File: src/rtl/riscv_carga_pkg.sv
// ---------------------------------------------------------------------------
// riscv_carga_pkg: load types, load-unit states and alignment rule | rev 1.0
// ---------------------------------------------------------------------------
`default_nettype none

package riscv_carga_pkg;

   localparam int DATA_W = 64;

   typedef enum logic [2:0] {
      LB     = 3'b000,
      LH     = 3'b001,
      LW     = 3'b010,
      LD     = 3'b011,
      LBU    = 3'b100,
      LHU    = 3'b101,
      LWU    = 3'b110,
      ILEGAL = 3'b111
   } tipo_carga_t;

   typedef enum logic [1:0] {
      IDLE    = 2'd0,
      LEITURA = 2'd1,
      ESPERA  = 2'd2,
      FIM     = 2'd3
   } estado_carga_t;

   function automatic logic desalinhado_f(input tipo_carga_t tipo, input logic [2:0] off);
      case (tipo)
         LB, LBU: return 1'b0;
         LH, LHU: return off[0];
         LW, LWU: return |off[1:0];
         LD:      return |off;
         default: return 1'b1;
      endcase
   endfunction

endpackage

`default_nettype wire

File: src/rtl/extensor_carga.sv
// ---------------------------------------------------------------------------
// extensor_carga: selects the addressed field of a 64-bit read and extends it | rev 1.0
// ---------------------------------------------------------------------------
`default_nettype none

module extensor_carga
   import riscv_carga_pkg::*;
(
   input  tipo_carga_t       tipo_i,
   input  logic [2:0]        off_i,
   input  logic [DATA_W-1:0] rdata_i,
   output logic [DATA_W-1:0] dado_o,
   output logic              desalinhado_o
);

   logic [DATA_W-1:0] desloc;

   // Aligned fields never cross the top of the word, so one right shift suffices.
   assign desloc = rdata_i >> {off_i, 3'b000};

   always_comb begin
      dado_o = '0;
      case (tipo_i)
         LB:      dado_o = {{56{desloc[7]}},  desloc[7:0]};
         LH:      dado_o = {{48{desloc[15]}}, desloc[15:0]};
         LW:      dado_o = {{32{desloc[31]}}, desloc[31:0]};
         LD:      dado_o = desloc;
         LBU:     dado_o = {56'd0, desloc[7:0]};
         LHU:     dado_o = {48'd0, desloc[15:0]};
         LWU:     dado_o = {32'd0, desloc[31:0]};
         default: dado_o = '0;
      endcase
   end

   assign desalinhado_o = desalinhado_f(tipo_i, off_i);

endmodule

`default_nettype wire

File: src/rtl/unidade_carga_memoria.sv
// ---------------------------------------------------------------------------
// unidade_carga_memoria: multicycle RISC-V load unit (one aligned 64-bit read) | rev 1.0
// ---------------------------------------------------------------------------
`default_nettype none

module unidade_carga_memoria
   import riscv_carga_pkg::*;
#(
   parameter int MEM_LAT = 1
) (
   input  logic              clk_i,
   input  logic              reset_i,
   input  logic              start_i,
   input  logic [2:0]        funct3_i,
   input  logic [DATA_W-1:0] endereco_i,
   output logic              mem_rd_o,
   output logic [DATA_W-1:0] mem_addr_o,
   input  logic [DATA_W-1:0] mem_rdata_i,
   output logic [DATA_W-1:0] dado_o,
   output logic              done_o,
   output logic              busy_o,
   output logic              erro_alinh_o
);

   estado_carga_t     estado_q, estado_d;
   tipo_carga_t       tipo_q, tipo_d;
   logic [2:0]        off_q, off_d;
   logic [3:0]        cont_q, cont_d;
   logic [DATA_W-1:0] addr_q, addr_d;
   logic [DATA_W-1:0] dado_q, dado_d;

   logic [DATA_W-1:0] dado_ext;
   logic              desalinhado;

   extensor_carga u_extensor (
      .tipo_i        (tipo_q),
      .off_i         (off_q),
      .rdata_i       (mem_rdata_i),
      .dado_o        (dado_ext),
      .desalinhado_o (desalinhado)
   );

   always_ff @(posedge clk_i or posedge reset_i) begin
      if (reset_i) begin
         estado_q <= IDLE;
         tipo_q   <= LB;
         off_q    <= '0;
         cont_q   <= '0;
         addr_q   <= '0;
         dado_q   <= '0;
      end else begin
         estado_q <= estado_d;
         tipo_q   <= tipo_d;
         off_q    <= off_d;
         cont_q   <= cont_d;
         addr_q   <= addr_d;
         dado_q   <= dado_d;
      end
   end

   // A rejected load still spends one cycle in LEITURA (without the read strobe)
   // so that its done pulse lands one cycle after accept.
   always_comb begin
      estado_d = estado_q;
      tipo_d   = tipo_q;
      off_d    = off_q;
      cont_d   = cont_q;
      addr_d   = addr_q;
      dado_d   = dado_q;
      case (estado_q)
         IDLE: begin
            if (start_i) begin
               tipo_d   = tipo_carga_t'(funct3_i);
               off_d    = endereco_i[2:0];
               estado_d = LEITURA;
               if (!desalinhado_f(tipo_carga_t'(funct3_i), endereco_i[2:0]))
                  addr_d = {endereco_i[DATA_W-1:3], 3'b000};
            end
         end
         LEITURA: begin
            if (desalinhado) begin
               dado_d   = '0;
               estado_d = FIM;
            end else begin
               cont_d   = 4'(MEM_LAT - 1);
               estado_d = ESPERA;
            end
         end
         ESPERA: begin
            if (cont_q == 4'd0) begin
               dado_d   = dado_ext;
               estado_d = FIM;
            end else begin
               cont_d = cont_q - 4'd1;
            end
         end
         FIM:     estado_d = IDLE;
         default: estado_d = IDLE;
      endcase
   end

   assign mem_rd_o     = (estado_q == LEITURA) && !desalinhado;
   assign mem_addr_o   = addr_q;
   assign dado_o       = dado_q;
   assign done_o       = (estado_q == FIM);
   assign erro_alinh_o = (estado_q == FIM) && desalinhado;
   assign busy_o       = (estado_q != IDLE);

endmodule

`default_nettype wire

File: config.mk
export PLATFORM = sky130hd
export DESIGN_NAME = unidade_carga_memoria
export DESIGN_NICKNAME = d
export VERILOG_FILES = /design/src/rtl/riscv_carga_pkg.sv /design/src/rtl/extensor_carga.sv /design/src/rtl/unidade_carga_memoria.sv
export SDC_FILE = /design/constraint.sdc
export NUM_CORES = 1
export LEC_CHECK = 0
export BUFFER_PORTS_ARGS = -buffer_cell sky130_fd_sc_hd__buf_2
export CAP_MARGIN = 20
export CORE_MARGIN = 2
export CORE_UTILIZATION = 53
export CTS_CLUSTER_SIZE = 14
export DETAILED_ROUTE_END_ITERATION = 16
export GPL_ROUTABILITY_DRIVEN = 1
export PLACE_DENSITY = 0.93
export SYNTH_ARGS = -nofsm -noshare
export SYNTH_HDL_FRONTEND = slang
export SYNTH_SLANG_ARGS = --single-unit
File: constraint.sdc
create_clock -name clk_i -period 13.5 [get_ports clk_i]
set_input_delay 2.025 -clock clk_i [delete_from_list [all_inputs] [get_ports clk_i]]
set_output_delay 2.025 -clock clk_i [all_outputs]
set_load 0.03 [all_outputs]
* Word-level counts from Yosys, hierarchy flattened
Index checks and enable logic that the tools add are counted.
** Storage, ports and cells
- Word-level logic and storage cells :: 68
- Bits in registers :: 137
- Bits of input ports :: 134
- Output and inout bits :: 132
** Cells by class
- Bitwise gates (word level) :: 1
- Add/sub/neg operators :: 1
- Shifts and indexed selects :: 1
- Equal/unequal tests :: 20
- Reduce and logical (&&, ||, !) cells :: 24
- Mux-type cells :: 15
** Operators with widths (count)
- $pmux W64 S7 :: 1
- $mux W64 :: 2
- $pmux W64 S2 :: 1
- $shr A64 B6 Y64 :: 1
- $eq A3 B3 Y1 const B :: 6
- $reduce_or A2 Y1 :: 8
- $eq A3 B2 Y1 const B :: 4
- $ne A2 B2 Y1 const B :: 5
- $reduce_and A3 Y1 :: 3
- $mux W4 :: 2
- $pmux W1 S4 :: 2
- $pmux W2 S4 :: 1
- $pmux W4 S2 :: 1
- $eq A3 B1 Y1 const B :: 2
- $logic_not A3 Y1 :: 2
- $reduce_or A3 Y1 :: 2
- $eq A2 B2 Y1 const B :: 2
- $logic_not A4 Y1 :: 1
- $mux W2 :: 2
- $reduce_and A2 Y1 :: 2
- $reduce_bool A2 Y1 :: 2
- $sub A4 B1 Y4 const B :: 1
- $mux W1 :: 3
- $eq A2 B1 Y1 const B :: 1
- other kinds (4) :: 5

* Logic depth before layout (Yosys ltp)
Gate-level depths: netlist of run 1.
- Depth after elaboration :: 7
- Gate-level depth with buffers :: 9
- Mapped depth without buffers :: 7

* Hierarchy
Synthesis of run 1 repeated with hierarchy kept, for this count alone.
** Second synthesis, totals
- Cell total of the unflattened synthesis :: 792
- Area, all modules :: 7905.1 sq um
** Modules (own cells, without submodules)
- unidade_carga_memoria :: area an instance 5516.5 sq um, cells each 484, times used 1, sequential area each 3428.3 sq um
- extensor_carga :: area an instance 2388.5 sq um, cells each 308, times used 1, sequential area each 0.0 sq um

* Least setup slack after synthesis of run 1
OpenSTA, ideal clock, no wires.
- Kind :: reg2out
- From :: register estado_q[1]
- To :: output mem_rd_o
- Cell stages (with the launch flop) :: 6
- Data required time :: 11.475 ns
- Setup slack :: 10.050 ns
- Buffers on the path :: 0
- Data arrival time :: 1.425 ns
- Path through :: dfrtp_1 -> inv_1 -> ha_1 -> a21boi_1 -> o211ai_2 -> inv_1
** Between the ends
- Word-level cells in the longest chain between the ends :: 2
** RTL lines
- from (decl) :: RTL line unidade_carga_memoria.sv:25 : estado_carga_t estado_q, estado_d;
- from (signal assigned) :: RTL line unidade_carga_memoria.sv:52 : estado_q <= estado_d;
- $eq A2 B1 Y1 :: RTL line unidade_carga_memoria.sv:102 : assign mem_rd_o = (estado_q == LEITURA) && !desalinhado;
- $logic_and A1 B1 Y1 :: RTL line unidade_carga_memoria.sv:102
- to (decl) :: RTL line unidade_carga_memoria.sv:16 : output logic mem_rd_o,
No other way between the ends.

* Final worst setup path of run 1
- From :: register off_q[0]
- To :: output mem_rd_o
** Between the ends
- Word-level cells in the longest chain between the ends :: 4
- Elaborated cells between the ends (all ways) :: 5
- Those cells by class :: mux (1); reduce/logical (4)
** RTL lines
- from (decl) :: RTL line unidade_carga_memoria.sv:27 : logic [2:0] off_q, off_d;
- from (signal assigned) :: RTL line unidade_carga_memoria.sv:47 : off_q <= '0;
- from (signal assigned) :: RTL line unidade_carga_memoria.sv:54 : off_q <= off_d;
- $reduce_or A3 Y1 or $reduce_or A2 Y1 (tied branches) :: RTL line riscv_carga_pkg.sv:33, riscv_carga_pkg.sv:32
- $pmux W1 S4 (*) :: RTL line riscv_carga_pkg.sv:29 : case (tipo)
- $logic_not A1 Y1 (*) :: RTL line unidade_carga_memoria.sv:102
- $logic_and A1 B1 Y1 (*) :: RTL line unidade_carga_memoria.sv:102
Mark *: on every way between the ends. The rest lies on a longest branch, timed or not.

==> results of run 1 <==
-- power by group --
part	internal, mW	switching (mW)	total [mW]
Clock	0.286	0.180	0.466
Combinational	0.485	0.847	1.33
Sequential	0.585	0.156	0.741
Total	1.36	1.18	2.54
-- final timing paths --
kind | start | slack (ns) | endpoint
hold reg to reg | dado_o[5] | 0.48 | dado_o[5]
setup reg to reg | off_q[1] | 10.33 | dado_o[54]
max in group asynchronous | reset_i | 10.38 | off_q[0]
setup / recovery | off_q[0] | 9.02 | mem_rd_o
hold / removal | dado_o[5] | 0.48 | dado_o[5]
min in group asynchronous | reset_i | 1.69 | mem_addr_o[3]
-- metal layers --
layer | wire [microns] | part of all wire | GRT usage | up-vias
met5 | 0 | 0 | 0 | -
met4 | 1040 | 0.045 | 0.160 | 0
met3 | 2440 | 0.11 | 0.110 | 65
met2 | 11100 | 0.49 | 0.508 | 393
met1 | 8280 | 0.36 | 0.364 | 3085
li1 | - | - | - | 2773
-- cells by family after synthesis --
kind of cell    share of synthesized area
simple gates                       0.0949
mux                                 0.254
other cells                      0.000512
fa+ha+maj                          0.0119
buf+inv                            0.0512
compound gates                      0.120
flops                               0.468
-- state kept, by name (all words and copies together), names as in the netlist --
signal and count:
cont_q 4, dado_o 64, estado_q 2, mem_addr_o 61, off_q 3, tipo_q 3
-- worst register-to-register path, stage by stage (launching register included) --
cell,delay [ns]
dfrtp_2,0.36
buf_4,0.60
nand2b_1,0.56
a211oi_1,0.48
a2111oi_2,0.13
o21ai_4,0.14
buf_4,0.49
o2111ai_1,0.24
-- placed cells by master, fill, tap and decap left out, drive strengths merged, types with 10 or more instances in the layout --
cell / instances
o21ai: 21
mux4: 14
nor2: 10
o22ai: 17
nand2: 59
mux2i: 61
mux2: 83
clkbuf: 21
nand3: 30
inv: 17
buf: 270
a22oi: 46
dfrtp: 137
-- final cells by class --
type                    instances  area (sq um)  share of cell area
multi-input cells             417          3550               0.384
repair buffers                270          1380               0.150
clock inverters                10           119              0.0129
well taps                     176           220              0.0238
clock buffers                  21           470              0.0509
flip-flops and latches        137          3430               0.372
inverters                      16          65.1             0.00704
-- stage by stage --
stage	util	area (sq um)
4_1_cts	0.688	9220
3_3_place_gp	0.644	8630
2_1_floorplan	-	7340
3_5_place_dp	0.644	8630
5_1_grt	0.690	9240
6_report	0.690	9240
==> impl_metrics.toml, run 1 <==
[clocking]
post_cts_buffers = 0
cts_buffer_depth = 2
numClockSinks = 137
cts_tree = "built"
cts_max_level = 4
cts_hold_buf = 0
numCtsBuffers = 17
clock_latency_ns = 0.41
root_buffer = "clkbuf_16"
cts_resized = 0
clk_transition_reported_paths_ns = 0.06

[yosys]
yosysTopAreaCellShare = 0.468
ys.warnings.count = 0
synth-edff-count = 0
yosysTopAreaCell = "dfrtp_1"
synth-main-ff-cell = "dfrtp_1"
synthTopCellsByArea = "dfrtp_1 (47%), mux2_2 (13%), mux2i_1 (8.3%)"
netlist_area_sq_mm = 0.00733
synthDistinctLibCells = 51
ys_seq_area_frac = 0.468
synth-seq-cells = 137
synth_commonest_cells = "dfrtp_1 (137), mux2_2 (83), mux2i_1 (61)"
avgSynthCellArea_sq_um = 11.8
async_reset_ff_frac = 1.00
post-synth-top-count-cell = "dfrtp_1"
synthCells = 620

[die]
core-area_sq_mm = 0.0134
start_util = 0.547
die_width_microns = 122
die-area_sq_mm = 0.0148
die_y_microns = 122
rows = 42
io_pins = 266

[timing]
relSlewSlack = 0.288
hold_violations = 0
layout_setup_ws_ns = 9.02
setup_viol = 0
drv_slew = 0
fin_skew_ns = 0.00927
finalSetupTns_ns = 0
max_freq_ghz = 0.223
tightest_slew_ns = 1.07
holdWs_ns = 0.482
rsz0062_at_grt = "no"
period_minus_slack_ns = 4.48
min_period_over_period = 0.332

[route]
finalWirelength_mm = 22.9
drt-initial-drc-count = 515
ant_nets = 0
vias = 6316
routed_via_density = 6.03
drt-wirelength-per-cell_microns = 21.9
firstDrtPassIters = 5
drc = 0

[cells_and_area]
fillers = 979
instances_no_fill = 1047
layout-drive-gt1-share = 0.487
final_nets = 1000
diodes = 0
area_growth_pct = 26.1

[critical_path]
path_max_fanout = 67
crit_required_ns = 11.48
crit_chain = "o21ai_0 > o211ai_2 > inv_1 > buf_2"
slowest_delay_ns = 1.14
crit_type = "register to output port"
critPathTopFamily = "flip-flops"
path_buf_inv = 2
arrival_ns = 2.46
startpoint_type = "register"
end_kind = "output port"
cp_num_cells = 4
slowest_stage = "dfrtp_4"
reg2regPathDepth = 7

[pwr]
peakVddDrop_mv = 0.175
power_mw = 2.54
powerDensity_mw_per_mm2 = 275
p_leak_nw = 4.81

[place]
finalWeightedCongestion = 0.899
port_buffers = 262
place_inst = 1015
pre_cts_slack_ns = 9.45
dp_hpwl_mm = 16.1

[global_route]
antenna_found_initial = 0
grt_overflow = 0
grt_pass1_wl_mm = 34.6
grt_pass1_vias = 6333
grt_usage = 0.311
grt_max_degree = 74

[flow_run]
maxCapViolCount = 0

[status]
status = "completed"

[worst_hold_path]
holdPathStages = 2
hp-class = "register to register"
Power figures use the tool's default switching activity.
==> run 2: changes to the inputs <==
--- a/config.mk
+++ b/config.mk
@@ -5,14 +5,15 @@
 export SDC_FILE = /design/constraint.sdc
 export NUM_CORES = 1
 export LEC_CHECK = 0
+export ABC_AREA = 1
 export BUFFER_PORTS_ARGS = -buffer_cell sky130_fd_sc_hd__buf_2
 export CAP_MARGIN = 20
 export CORE_MARGIN = 2
-export CORE_UTILIZATION = 53
+export CORE_UTILIZATION = 46
 export CTS_CLUSTER_SIZE = 14
 export DETAILED_ROUTE_END_ITERATION = 16
 export GPL_ROUTABILITY_DRIVEN = 1
-export PLACE_DENSITY = 0.93
+export PLACE_DENSITY = 0.85
 export SYNTH_ARGS = -nofsm -noshare
 export SYNTH_HDL_FRONTEND = slang
 export SYNTH_SLANG_ARGS = --single-unit
==> constraint.sdc (replaced) <==
create_clock -name clk_i -period 3.78 [get_ports clk_i]
set_input_delay 0.567 -clock clk_i [delete_from_list [all_inputs] [get_ports clk_i]]
set_output_delay 0.567 -clock clk_i [all_outputs]
set_load 0.03 [all_outputs]
==> run 2 against run 1 <==
Compared with the run above:
- clock skew grew 0.0031 ns
- wire length grew 5.5%
- via count is 22% higher
- non-clock buffer count increased by 7
- register-to-register slack got worse by 9.2 ns
- power grew to 3.6 times the previous value
- worst hold slack got worse by 0.27 ns
- combinational power increased to 3.8 times the previous value
- sequential power grew to 3.3 times the previous value
- clock power rose to 3.7 times the previous value
- first-iteration DRC count is 86% higher
- critical path type unchanged
- largest cell class unchanged
- largest power group unchanged
==> impl_metrics.toml, run 2 <==
[yosys]
synth_commonest_cells = "nand2_1 (400), dfrtp_1 (137), o21ai_0 (74)"
post-synth-top-count-cell = "nand2_1"
async_reset_ff_frac = 1.00
synthCells = 976
synthDistinctLibCells = 29
yosysTopAreaCell = "dfrtp_1"
avgSynthCellArea_sq_um = 7.89
synth-seq-cells = 137
synth-main-ff-cell = "dfrtp_1"
ys_seq_area_frac = 0.445
netlist_area_sq_mm = 0.00770
ys.warnings.count = 0
synthTopCellsByArea = "dfrtp_1 (45%), nand2_1 (20%), mux2_2 (8.9%)"
synth-edff-count = 0
yosysTopAreaCellShare = 0.445

[route]
drc = 0
firstDrtPassIters = 6
vias = 7718
routed_via_density = 5.37
drt-wirelength-per-cell_microns = 16.8
drt-initial-drc-count = 958
ant_nets = 0
finalWirelength_mm = 24.2

[flow_run]
maxCapViolCount = 0

[clocking]
root_buffer = "clkbuf_16"
numClockSinks = 137
clock_latency_ns = 0.42
clk_transition_reported_paths_ns = 0.06
numCtsBuffers = 17
post_cts_buffers = 0
cts_max_level = 4
cts_hold_buf = 0
cts_buffer_depth = 2
cts_tree = "built"
cts_resized = 0

[critical_path]
reg2reg_from = "estado_q[0]"
reg2regPathDepth = 8
startpoint_type = "register"
rrSetupSlack_ns = 1.16
arrival_ns = 2.12
crit_required_ns = 3.21
path_max_fanout = 40
r2r_end = "mem_addr_o[36]"
crit_type = "register to output port"
end_kind = "output port"

[global_route]
grt_max_degree = 86
grt_overflow = 0
grt_pass1_wl_mm = 37.9
grt_usage = 0.273
grt_pass1_vias = 7248
antenna_found_initial = 0

[cells_and_area]
area_growth_pct = 25.0
mostFrequentLayoutCell = "nand2_1"
diodes = 0
final_nets = 1345
final_cell_mix = "nand2_1 (399), buf_2 (262), dfrtp_1 (136), o21ai_0 (74)"
layout-drive-gt1-share = 0.317
fin_util = 0.584
largest_reg_flops = 64
instances_no_fill = 1436

[die]
die_width_microns = 133
io_pins = 266
start_util = 0.467
rows = 47
die_y_microns = 133
die-area_sq_mm = 0.0178
core-area_sq_mm = 0.0165

[timing]
relSlewSlack = 0.455
tightest_slew_ns = 0.818
layout_setup_ws_ns = 1.09
min_period_over_period = 0.711
fin_skew_ns = 0.0124
hold_violations = 0
drv_slew = 0
finalSetupTns_ns = 0
rsz0062_at_grt = "no"
period_minus_slack_ns = 2.69
max_freq_ghz = 0.372
setup_viol = 0

[pwr]
power_mw = 9.17
powerDensity_mw_per_mm2 = 953
peakVddDrop_mv = 0.571
p_leak_nw = 5.42

[place]
dp_hpwl_mm = 17.7
finalWeightedCongestion = 0.922
pre_cts_slack_ns = 1.16
port_buffers = 262
place_inst = 1405

[status]
status = "completed"

[worst_hold_path]
hp-class = "input pin to async pin"
## run 2: cell types whose count changed after synthesis, sizes merged, moves of 32 or more
cell	delta
nand4	+33
a22oi	-45
inv	+33
mux2i	-61
nand2	+346
o21ai	+54
nand3	+32
## run 2: cell families (layout without fill, tap and decap cells)
family | Yosys count | count (layout) | synth area share
simple gates | 532 | 532 | 0.288
flops | 137 | 137 | 0.445
buf+inv | 119 | 357 | 0.0779
compound gates | 117 | 117 | 0.0855
mux | 61 | 61 | 0.0893
fa+ha+maj | 7 | 7 | 0.0114
xor+xnor | 2 | 2 | 0.00228
other cells | 1 | 3 | 0.000487
## run 2: how the worst max path moves through the flow
stage / startpoint / to / cells past startpoint
5_1_grt: estado_q[0] / mem_addr_o[12] / 8
4_1_cts: off_q[0] / erro_alinh_o / 6
6_report: off_q[0] / erro_alinh_o / 6
3_3_place_gp: estado_q[0] / mem_addr_o[14] / 8
3_5_place_dp: estado_q[0] / mem_addr_o[4] / 8
2_1_floorplan: reset_i / cont_q[0] / 1
## run 2: cell type report
type                    instances  area, sq um
fillers                      1484         6850
multi-input cells             722         3680
flip-flops and latches        137         3430
repair buffers                277         1440
clock buffers                  19          433
well taps                     220          275
inverters                      49          188
clock inverters                12          176
## run 2: metrics by stage
| stage | hold WS (ns) | area, sq um |
|---|---|---|
| after floorplan | 0.453 | 7710 |
| after global placement | 0.458 | 9010 |
| after detailed placement | 0.460 | 9010 |
| after CTS | 0.219 | 9620 |
| after global routing | 0.260 | 9620 |
| final | 0.215 | 9620 |
## run 2: critical path, cell delays in order, from the launching register on
cell and delay, ns:
dfrtp_2 0.41, inv_2 0.49, nand2_4 0.18, nand2_2 0.13, nand3_1 0.15, and2_1 0.17, buf_2 0.17
## run 2: where the power goes
group          internal [mW]  total, mW  switching (mW)
registers               2.08       2.45           0.364
clock network           1.10       1.73           0.633
logic                   1.46       4.99            3.53
total                   4.64       9.17            4.52
## run 2: metal layers
metal,global-route usage,vias up,share of wire
met5,0,-,0
li1,-,3649,-
met4,0.132,0,0.038
met1,0.356,3598,0.41
met2,0.427,404,0.47
met3,0.0681,67,0.083
